### src/rtl/audio_pkg.sv
// -----------------------------------------------------------------------------
// audio_pkg
// Shared definitions for the audio record/playback path (deserializer and
// serializer): default sample width and the deserializer FSM state encoding.
// -----------------------------------------------------------------------------
package audio_pkg;

    // Default number of bits captured per audio sample
    localparam int AUDIO_DATA_WIDTH = 32'sd16;

    // Deserializer FSM states
    typedef enum logic [2:0] {
        DES_IDLE       = 3'd0,
        DES_WAIT_FRAME = 3'd1,
        DES_SKIP       = 3'd2,
        DES_SHIFT      = 3'd3,
        DES_HOLD       = 3'd4
    } des_state_t;

endpackage

### src/rtl/sync_edge_detect.sv
// -----------------------------------------------------------------------------
// sync_edge_detect
// STAGES-deep flip-flop synchroniser for one asynchronous input, followed by
// a history flop so that rising/falling edges are derived purely from the
// last two synchronised samples.
// Ports:
//   clk_i   system clock
//   rst_ni  asynchronous active-low reset (clears chain and history)
//   d_i     asynchronous input
//   rise_o  one-cycle pulse: synchronised input went 0 -> 1
//   fall_o  one-cycle pulse: synchronised input went 1 -> 0
// -----------------------------------------------------------------------------
module sync_edge_detect #(
    parameter int STAGES = 32'sd2
) (
    input  logic clk_i,
    input  logic rst_ni,
    input  logic d_i,
    output logic rise_o,
    output logic fall_o
);

    logic [STAGES-1:0] chain_q;
    logic              prev_q;
    logic              sync_s;

    // Synchroniser chain plus one-sample history of the synchronised value
    always_ff @(posedge clk_i or negedge rst_ni) begin
        if (!rst_ni) begin
            chain_q <= '0;
            prev_q  <= 1'b0;
        end else begin
            chain_q <= {chain_q[STAGES-2:0], d_i};
            prev_q  <= chain_q[STAGES-1];
        end
    end

    assign sync_s = chain_q[STAGES-1];
    assign rise_o = sync_s & ~prev_q;
    assign fall_o = ~sync_s & prev_q;

endmodule

### src/rtl/audio_deserializer.sv
// -----------------------------------------------------------------------------
// audio_deserializer
// Record-path front end. Receives an I2S stream (bclk, lrclk, sdata), all
// asynchronous to clock, and assembles MSB-first DATA_WIDTH-bit samples from
// the left slot. des_done pulses once per captured sample; framing_err pulses
// when a slot ends before DATA_WIDTH bits were captured.
//
// Optional feature (macro AUDIO_DES_MONO_MIX_EN): the right slot is captured
// as well and sample = (L + R) >>> 1, with one des_done per frame issued after
// the right word. Default build (macro undefined): left slot only.
//
// Ports:
//   clock        system clock, posedge
//   reset        asynchronous active-low reset
//   enable       record active; low forces IDLE
//   bclk         serial bit clock (<= clock/4), asynchronous
//   lrclk        word select, 0 = left slot, 1 = right slot, asynchronous
//   sdata        serial data, sampled on bclk rising edge, asynchronous
//   sample       last completed sample (two's complement)
//   des_done     one-cycle pulse: sample updated this cycle
//   framing_err  one-cycle pulse: slot ended short, word discarded
// -----------------------------------------------------------------------------
module audio_deserializer
    import audio_pkg::*;
#(
    parameter int DATA_WIDTH  = AUDIO_DATA_WIDTH,
    parameter int SYNC_STAGES = 32'sd2
) (
    input  logic                  clock,
    input  logic                  reset,
    input  logic                  enable,
    input  logic                  bclk,
    input  logic                  lrclk,
    input  logic                  sdata,
    output logic [DATA_WIDTH-1:0] sample,
    output logic                  des_done,
    output logic                  framing_err
);

    localparam int               CNT_W    = $clog2(DATA_WIDTH) + 32'sd1;
    localparam logic [CNT_W-1:0] CNT_LAST = CNT_W'(DATA_WIDTH - 32'sd1);
    localparam logic [CNT_W-1:0] CNT_MAX  = {CNT_W{1'b1}};

    logic                   bclk_rise_s;
    logic                   lr_rise_s;
    logic                   lr_fall_s;
    logic                   lr_fall_unused_s;
    logic [SYNC_STAGES-1:0] sdata_sync_q;
    logic                   sdata_s;

    des_state_t             state_q, state_d;
    logic [CNT_W-1:0]       cnt_q, cnt_d;
    logic [DATA_WIDTH-2:0]  shift_q, shift_d;
    logic [DATA_WIDTH-1:0]  sample_q, sample_d;
    logic                   des_done_q, des_done_d;
    logic                   framing_err_q, framing_err_d;
    logic [DATA_WIDTH-1:0]  word_s;

`ifdef AUDIO_DES_MONO_MIX_EN
    logic [DATA_WIDTH-1:0]  left_q, left_d;
    logic                   right_slot_q, right_slot_d;
    logic signed [DATA_WIDTH:0] mix_sum_s;
    logic [DATA_WIDTH-1:0]  mix_s;
`endif

    sync_edge_detect #(.STAGES(SYNC_STAGES)) u_bclk_sync (
        .clk_i  (clock),
        .rst_ni (reset),
        .d_i    (bclk),
        .rise_o (bclk_rise_s),
        .fall_o (lr_fall_unused_s)
    );

    sync_edge_detect #(.STAGES(SYNC_STAGES)) u_lrclk_sync (
        .clk_i  (clock),
        .rst_ni (reset),
        .d_i    (lrclk),
        .rise_o (lr_rise_s),
        .fall_o (lr_fall_s)
    );

    // sdata synchroniser, same depth as bclk so a synced bclk rise lines up
    // with the data bit sampled alongside it
    always_ff @(posedge clock or negedge reset) begin
        if (!reset) begin
            sdata_sync_q <= '0;
        end else begin
            sdata_sync_q <= {sdata_sync_q[SYNC_STAGES-2:0], sdata};
        end
    end

    assign sdata_s = sdata_sync_q[SYNC_STAGES-1];
    assign word_s  = {shift_q, sdata_s};

`ifdef AUDIO_DES_MONO_MIX_EN
    // Average of left and right in one extra bit, arithmetic shift, truncate
    assign mix_sum_s = $signed({left_q[DATA_WIDTH-1], left_q})
                     + $signed({word_s[DATA_WIDTH-1], word_s});
    assign mix_s     = mix_sum_s[DATA_WIDTH:1];
`endif

    // Next-state logic: FSM, bit counter, shift register and output pulses
    always_comb begin
        state_d       = state_q;
        cnt_d         = cnt_q;
        shift_d       = shift_q;
        sample_d      = sample_q;
        des_done_d    = 1'b0;
        framing_err_d = 1'b0;
`ifdef AUDIO_DES_MONO_MIX_EN
        left_d        = left_q;
        right_slot_d  = right_slot_q;
`endif
        if (!enable) begin
            state_d = DES_IDLE;
            cnt_d   = {CNT_W{1'b0}};
        end else begin
            case (state_q)
                DES_IDLE: begin
                    state_d = DES_WAIT_FRAME;
                end
                DES_WAIT_FRAME: begin
                    if (lr_fall_s) begin
                        state_d = DES_SKIP;
`ifdef AUDIO_DES_MONO_MIX_EN
                        right_slot_d = 1'b0;
`endif
                    end else begin
                        state_d = DES_WAIT_FRAME;
                    end
                end
                DES_SKIP: begin
                    // First bclk rise of a slot carries no data of this word
                    if (bclk_rise_s) begin
                        state_d = DES_SHIFT;
                        cnt_d   = {CNT_W{1'b0}};
                    end else begin
                        state_d = DES_SKIP;
                    end
                end
                DES_SHIFT: begin
                    // A slot boundary here means the word is short; it takes
                    // priority over a coincident bit clock edge
                    if (lr_fall_s || lr_rise_s) begin
                        framing_err_d = 1'b1;
                        cnt_d         = {CNT_W{1'b0}};
                        if (lr_fall_s) begin
                            state_d = DES_SKIP;
                        end else begin
                            state_d = DES_WAIT_FRAME;
                        end
`ifdef AUDIO_DES_MONO_MIX_EN
                        right_slot_d = 1'b0;
`endif
                    end else if (bclk_rise_s) begin
                        shift_d = word_s[DATA_WIDTH-2:0];
                        if (cnt_q == CNT_LAST) begin
                            state_d = DES_HOLD;
`ifdef AUDIO_DES_MONO_MIX_EN
                            if (right_slot_q) begin
                                sample_d   = mix_s;
                                des_done_d = 1'b1;
                            end else begin
                                left_d = word_s;
                            end
`else
                            sample_d   = word_s;
                            des_done_d = 1'b1;
`endif
                        end else if (cnt_q != CNT_MAX) begin
                            cnt_d = cnt_q + {{(CNT_W-1){1'b0}}, 1'b1};
                        end else begin
                            cnt_d = cnt_q;
                        end
                    end else begin
                        state_d = DES_SHIFT;
                    end
                end
                DES_HOLD: begin
                    if (lr_fall_s) begin
                        state_d = DES_SKIP;
`ifdef AUDIO_DES_MONO_MIX_EN
                        right_slot_d = 1'b0;
                    end else if (lr_rise_s && !right_slot_q) begin
                        state_d      = DES_SKIP;
                        right_slot_d = 1'b1;
`endif
                    end else begin
                        state_d = DES_HOLD;
                    end
                end
                default: begin
                    state_d = DES_IDLE;
                    cnt_d   = {CNT_W{1'b0}};
                end
            endcase
        end
    end

    // State and datapath registers
    always_ff @(posedge clock or negedge reset) begin
        if (!reset) begin
            state_q       <= DES_IDLE;
            cnt_q         <= {CNT_W{1'b0}};
            shift_q       <= '0;
            sample_q      <= '0;
            des_done_q    <= 1'b0;
            framing_err_q <= 1'b0;
        end else begin
            state_q       <= state_d;
            cnt_q         <= cnt_d;
            shift_q       <= shift_d;
            sample_q      <= sample_d;
            des_done_q    <= des_done_d;
            framing_err_q <= framing_err_d;
        end
    end

`ifdef AUDIO_DES_MONO_MIX_EN
    // Left word holding register and current-slot flag for the mix
    always_ff @(posedge clock or negedge reset) begin
        if (!reset) begin
            left_q       <= '0;
            right_slot_q <= 1'b0;
        end else begin
            left_q       <= left_d;
            right_slot_q <= right_slot_d;
        end
    end
`endif

    assign sample      = sample_q;
    assign des_done    = des_done_q;
    assign framing_err = framing_err_q;

endmodule

### config.mk
export PLATFORM = sky130hd
export DESIGN_NAME = audio_deserializer
export DESIGN_NICKNAME = d
export VERILOG_FILES = /design/src/rtl/audio_pkg.sv /design/src/rtl/sync_edge_detect.sv /design/src/rtl/audio_deserializer.sv
export SDC_FILE = /design/constraint.sdc
export NUM_CORES = 1
export LEC_CHECK = 0
export CORE_ASPECT_RATIO = 0.8
export CORE_MARGIN = 3
export CORE_UTILIZATION = 39
export CTS_CLUSTER_DIAMETER = 100
export CTS_CLUSTER_SIZE = 12
export DETAILED_ROUTE_END_ITERATION = 7
export PLACE_DENSITY = 0.61
export RECOVER_POWER = 100
export SYNTH_ARGS = -nofsm -noshare
export SYNTH_HDL_FRONTEND = slang
export SYNTH_SLANG_ARGS = --single-unit
### constraint.sdc
create_clock -name clock -period 2.7 [get_ports clock]
set_input_delay 0.27 -clock clock [delete_from_list [all_inputs] [get_ports clock]]
set_output_delay 0.27 -clock clock [all_outputs]
set_load 0.1 [all_outputs]
# After elaboration in Yosys (flattened, before gate mapping)
# Cells that the tools add are included.
[classes] bitwise_logic=7 n_reduce_logical=6 n_eq_ne=12 n_addsub=1 mux=23
[op_table] operator="5-bit 2-to-1 mux" count=6
[op_table] operator="3-bit 2-to-1 mux" count=5
[op_table] operator="3-bit case mux with 5 select lines" count=1
[op_table] operator="5-bit case mux with 3 select lines" count=1
[op_table] operator="4-bit != test (second input constant)" count=3
[op_table] operator="5-bit != test (second input constant)" count=2
[op_table] operator="5-bit AND reduction" count=2
[op_table] operator="1-bit 2-to-1 mux" count=9
[op_table] operator="3-bit by 2-bit == test with 1-bit output (second input constant)" count=2
[op_table] operator="5-bit by 1-bit adder with 5-bit output (second input constant)" count=1
[op_table] operator="5-bit by 4-bit == test with 1-bit output (second input constant)" count=1
[op_table] operator="1-bit NOT" count=4
[op_table] operator="4-bit AND reduction" count=1
[op_table] operator="1-bit AND" count=3
[op_table] operator="3-bit by 1-bit == test with 1-bit output (second input constant)" count=1
[op_table] operator="3-bit == test (second input constant)" count=1
[op_table] operator="3-bit zero test" count=1
[op_table] operator="3-bit != test (second input constant)" count=1
[op_table] operator="3-bit OR reduction" count=1
[op_table] operator="2-bit 2-to-1 mux" count=1
[op_table] operator="2-bit != test (second input constant)" count=1
[op_table] operator="1-bit logical OR" count=1
[word_totals] inputBits=6 elab_cells=60 out_inout_bits=18 reg_bits=49

# Logic depth before layout (Yosys ltp)
[depth] ltp_word=7 mapped_depth=7 ltp_nobuf=7

# Cells and area by module
# A second synthesis with hierarchy kept.
[unflattened] cells_unflattened=140 hier_area_um2=2042.0
[modules_own_cells] module="audio_deserializer" seq_area_each_um2=1076.0 cells_each=130 instances=1 area_each_um2=1861.8
[modules_own_cells] module="sync_edge_detect" seq_area_each_um2=75.1 cells_each=5 instances=2 area_each_um2=90.1

# Worst setup path before layout
# No wires, ideal clock.
[synth_timing] path_type="register to register" from="reg u_lrclk_sync.chain_q[1]" to="reg shift_q[2]" n_path_buf=1 stages_incl_launch_ff=7 setup_ps=125 arrival_time_ps=1664 synth_period_minus_slack_ps=1789 required_ps=2575 setup_slack_ps=911 cell_sequence="dfrtp_1 -> inv_1 -> ha_1 -> nand3b_1 -> nor2_8 -> buf_2 -> mux2_2"
[synth_between] elab_chain_len=5 elab_cells_between_ends=6 classes_between="4 x bitwise; 2 x reduce/logical"
[synth_lines] item="start: declaration" line_no="sync_edge_detect.sv:23" source="logic [STAGES-1:0] chain_q;"
[synth_lines] item="start signal: assignment" line_no="sync_edge_detect.sv:33" source="chain_q <= {chain_q[STAGES-2:0], d_i};"
[synth_lines] item="1-bit NOT" line_no="sync_edge_detect.sv:40" source="assign fall_o = ~sync_s & prev_q;"
[synth_lines] item="1-bit AND" line_no="sync_edge_detect.sv:40"
[synth_lines] item="1-bit logical OR (*)" line_no="audio_deserializer.sv:144" source="if (lr_fall_s || lr_rise_s) begin"
[synth_lines] item="1-bit NOT (no line) (*)"
[synth_lines] item="4-bit AND reduction (no line) (*)"
[synth_lines] item="end signal: assignment" line_no="audio_deserializer.sv:212" source="shift_q <= shift_d;"
[synth_lines] item="end: declaration" line_no="audio_deserializer.sv:53" source="logic [DATA_WIDTH-2:0] shift_q, shift_d;"
# Every way passes the cells marked *; elsewhere a longest branch is shown, timed or not.
# A chain may end at the register's enable or synchronous reset.

# Worst setup path in the final report
[layout_timing] from="reg u_lrclk_sync.chain_q[1]" to="reg sample_q[13] (netlist: sample[13])"
[layout_between] elab_chain_len=5 elab_cells_between_ends=6 classes_between="4 x bitwise; 2 x reduce/logical"
[layout_lines] item="1-bit NOT" line_no="sync_edge_detect.sv:40"
[layout_lines] item="1-bit AND" line_no="sync_edge_detect.sv:40"
[layout_lines] item="1-bit logical OR (*)" line_no="audio_deserializer.sv:144"
[layout_lines] item="1-bit NOT (no line) (*)"
[layout_lines] item="5-bit AND reduction (no line) (*)"
[layout_lines] item="end signal: assignment" line_no="audio_deserializer.sv:213" source="sample_q <= sample_d;"
[layout_lines] item="end: declaration" line_no="audio_deserializer.sv:54" source="logic [DATA_WIDTH-1:0] sample_q, sample_d;"
# Marks and branches as above.

==> flow_metrics.py <==
metrics = {
    "synth": {
        "async_flop_share": 1.00,
        "mappedNetlistNets": 150,
        "synth.avg_cell_area_um2": 14.4,
        "syn_inst": 140,
        "ys_types": 31,
        "synth-seq-cells": 49,
        "yosysWarnings": 0,
        "seq_area_frac_synth": 0.608,
        "syn-cell-area_um2": 2020,
        "synth-edff-count": 0,
        "yosys_most_used_dff": "dfrtp_1",
    },
    "power_and_ir_drop": {
        "netSwitchingFraction": 0.224,
        "leakage_nw": 1.12,
        "power_frac_comb": 0.038,
        "intPower_w": 0.000965,
        "seqPwrFrac": 0.604,
        "clkPwrFrac": 0.358,
        "p_switching_w": 0.000279,
        "irDropWorstVdd_uv": 266,
        "power_density_nw_per_um2": 555,
    },
    "grt": {
        "grt_overflow_total": 0,
        "gr-usage-all-layers": 0.125,
        "grt_pass1_vias": 1283,
        "grt_max_degree": 50,
        "grt_pass1_wl_um": 5970,
        "grt_antenna_before_repair": 0,
    },
    "clock_network": {
        "clockRootBuffer": "clkbuf_8",
        "clkLatencyLatePin_ns": 0.30,
        "cts_resized": 0,
        "clock_sinks": 49,
        "clk_path_buf_depth": 2,
        "numCtsBuffers": 5,
        "hold_buffers": 0,
        "cts_setup_buffers": 0,
        "cts_tree": "yes",
        "cts.reportedPaths.clkPinSlew_ns": 0.09,
        "htree_levels": 2,
    },
    "floorplanning": {
        "start_util": 0.421,
        "die_w_um": 86.4,
        "io_pins": 24,
        "die-area_um2": 6070,
        "rows": 22,
        "die_y_um": 70.3,
        "core_area_um2": 4790,
    },
    "worst_setup_path": {
        "crit_type": "reg2reg",
        "cp_max_fo": 19,
        "cp-end-kind": "register",
        "cp_data_arrival_time_ns": 2.37,
        "cp_top_family": "simple AND/OR/NAND/NOR gates",
        "critical_path.cell_chain": "inv_1 > ha_1 > nand3b_1 > nor2_8 > nand2_2 > mux2_1",
        "cp.required_ns": 2.88,
        "cp_slowest_stage_delay_ns": 0.41,
        "critPathSlowestCell": "mux2_1",
        "start_kind": "register",
        "critPathBufInv": 1,
    },
    "detailed_routing": {
        "ant_nets": 0,
        "vias": 1160,
        "drc": 0,
        "drt_iter0_drc": 91,
        "wire_per_inst_um": 14.8,
        "drt_pass1_iterations": 4,
        "routed_wl_um": 3370,
        "vias_per_cell": 5.09,
    },
    "cells_and_area": {
        "num-nets-final": 177,
        "final_cell_mix": "dfrtp_1, mux2_2, clkbuf_1",
        "final_common_cell": "dfrtp_1",
        "areaGrowthSynthToFinish_pct": 11.3,
        "insertedDiodeCount": 0,
        "drive_above_1_share": 0.208,
    },
    "timing": {
        "max_freq_mhz": 456,
        "max_slew.worst_pin.slew_ns": 1.18,
        "skew_ns": 0.0111,
        "finalSetupViolations": 0,
        "fin_crit_ns": 2.19,
        "finalHoldViolations": 0,
        "final.setup.worst_slack_ns": 0.506,
        "drv_slew": 0,
        "slew-limit-headroom": 0.215,
        "tns_ns": 0,
        "rsz0062_at_grt": "false",
        "finalCritPeriodShare": 0.813,
    },
    "placed_design": {
        "port_buffers": 23,
        "gp_congestion": 0.805,
        "dp_slack_ns": 0.485,
        "hpwl_um": 2330,
    },
    "hold_path": {
        "hold_path.class": "in2async",
    },
    "status": {
        "status": "finished, final reports clean",
    },
    "flow_run": {
        "maxCapViolCount": 0,
    },
}
## registers in the layout, indices dropped and copies added, names as in the netlist, 2 cells and up
| signal | flops |
|---|---|
| u_bclk_sync.chain_q | 2 |
| state_q | 3 |
| sdata_sync_q | 2 |
| sample | 16 |
| cnt_q | 5 |
| shift_q | 15 |
| u_lrclk_sync.chain_q | 2 |
## logic make-up (layout without fill, tap and decap cells)
| kind of cell | Yosys count | after routing | synth area share |
|---|---|---|---|
| multiplexers | 31 | 31 | 0.190 |
| adder cells (fa/ha/maj) | 4 | 4 | 0.0248 |
| XOR/XNOR | 1 | 1 | 0.00435 |
| buffers and inverters | 12 | 40 | 0.0273 |
| AND/OR/NAND/NOR | 26 | 26 | 0.0894 |
| AO/OA/AOI/OAI | 17 | 17 | 0.0559 |
| flip-flops | 49 | 49 | 0.608 |
## worst register-to-register path: cells and delay by family, from the launching register on
kind | cells | cell delay, ns
DFF | 1 | 0.35
buffers and inverters | 1 | 0.04
muxes | 1 | 0.42
and+or+nand+nor | 3 | 0.91
adders and majority gates | 1 | 0.37
## layer usage
layer	GRT usage	wire length (um)	part of all wire	up-vias
li1	-	-	-	554
met1	0.170	1610	0.48	573
met2	0.183	1550	0.46	29
met3	0.0389	163	0.048	4
met4	0.0519	34	0.010	0
met5	0	0	0	-
## layout make-up
class,count,area [um^2]
multi-input combinational,79,699
fill,456,2550
tap,60,75.1
clock buffer,6,82.6
inverter,9,33.8
sequential,49,1230
timing repair buffer,23,113
clock inverter,2,13.8
## cell usage after synthesis (4+ instances only)
cell type	n	area share
dfrtp_1	49	0.61
mux2_2	22	0.12
inv_1	9	0.017
mux2_4	9	0.067
nand3_1	5	0.012
o21ai_0	5	0.012
ha_1	4	0.025
## final timing paths
| path | start | to | slack, ns | cells past startpoint |
|---|---|---|---|---|
| max | u_lrclk_sync.chain_q[1] | sample[13] | 0.51 | 6 |
| min in group clock | sdata_sync_q[0] | sdata_sync_q[1] | 0.36 | 0 |
| min | reset | shift_q[12] | 0.20 | 1 |
| max in group asynchronous | reset | sdata_sync_q[1] | 1.79 | 1 |
| min reg2reg | sdata_sync_q[0] | sdata_sync_q[1] | 0.36 | 0 |
| max reg2reg | u_lrclk_sync.chain_q[1] | sample[13] | 0.51 | 6 |
## through the flow
stage | cell area [um^2] | instances | power, W | hold WS [ns] | utilization
6_report | 2240 | 228 | 0.00124 | 0.197 | 0.468
3_5_place_dp | 2250 | 220 | 0.000816 | 0.347 | 0.470
4_1_cts | 2350 | 228 | 0.00126 | 0.201 | 0.490
2_1_floorplan | 2020 | 140 | 0.000787 | -0.0256 | -
5_1_grt | 2240 | 228 | 0.00131 | 0.300 | 0.468
3_3_place_gp | 2250 | 220 | 0.000812 | 0.333 | 0.470
## power groups by stage
stage / sequential (W) / clock (W) / combinational [W]
after floorplan: 0.000763 / 0 / 0.0000237
after global placement: 0.000765 / 0 / 0.0000469
after detailed placement: 0.000766 / 0 / 0.0000498
after CTS: 0.000752 / 0.000460 / 0.0000499
after global routing: 0.000753 / 0.000498 / 0.0000550
final: 0.000752 / 0.000445 / 0.0000470
Power figures use the tool's default switching activity.
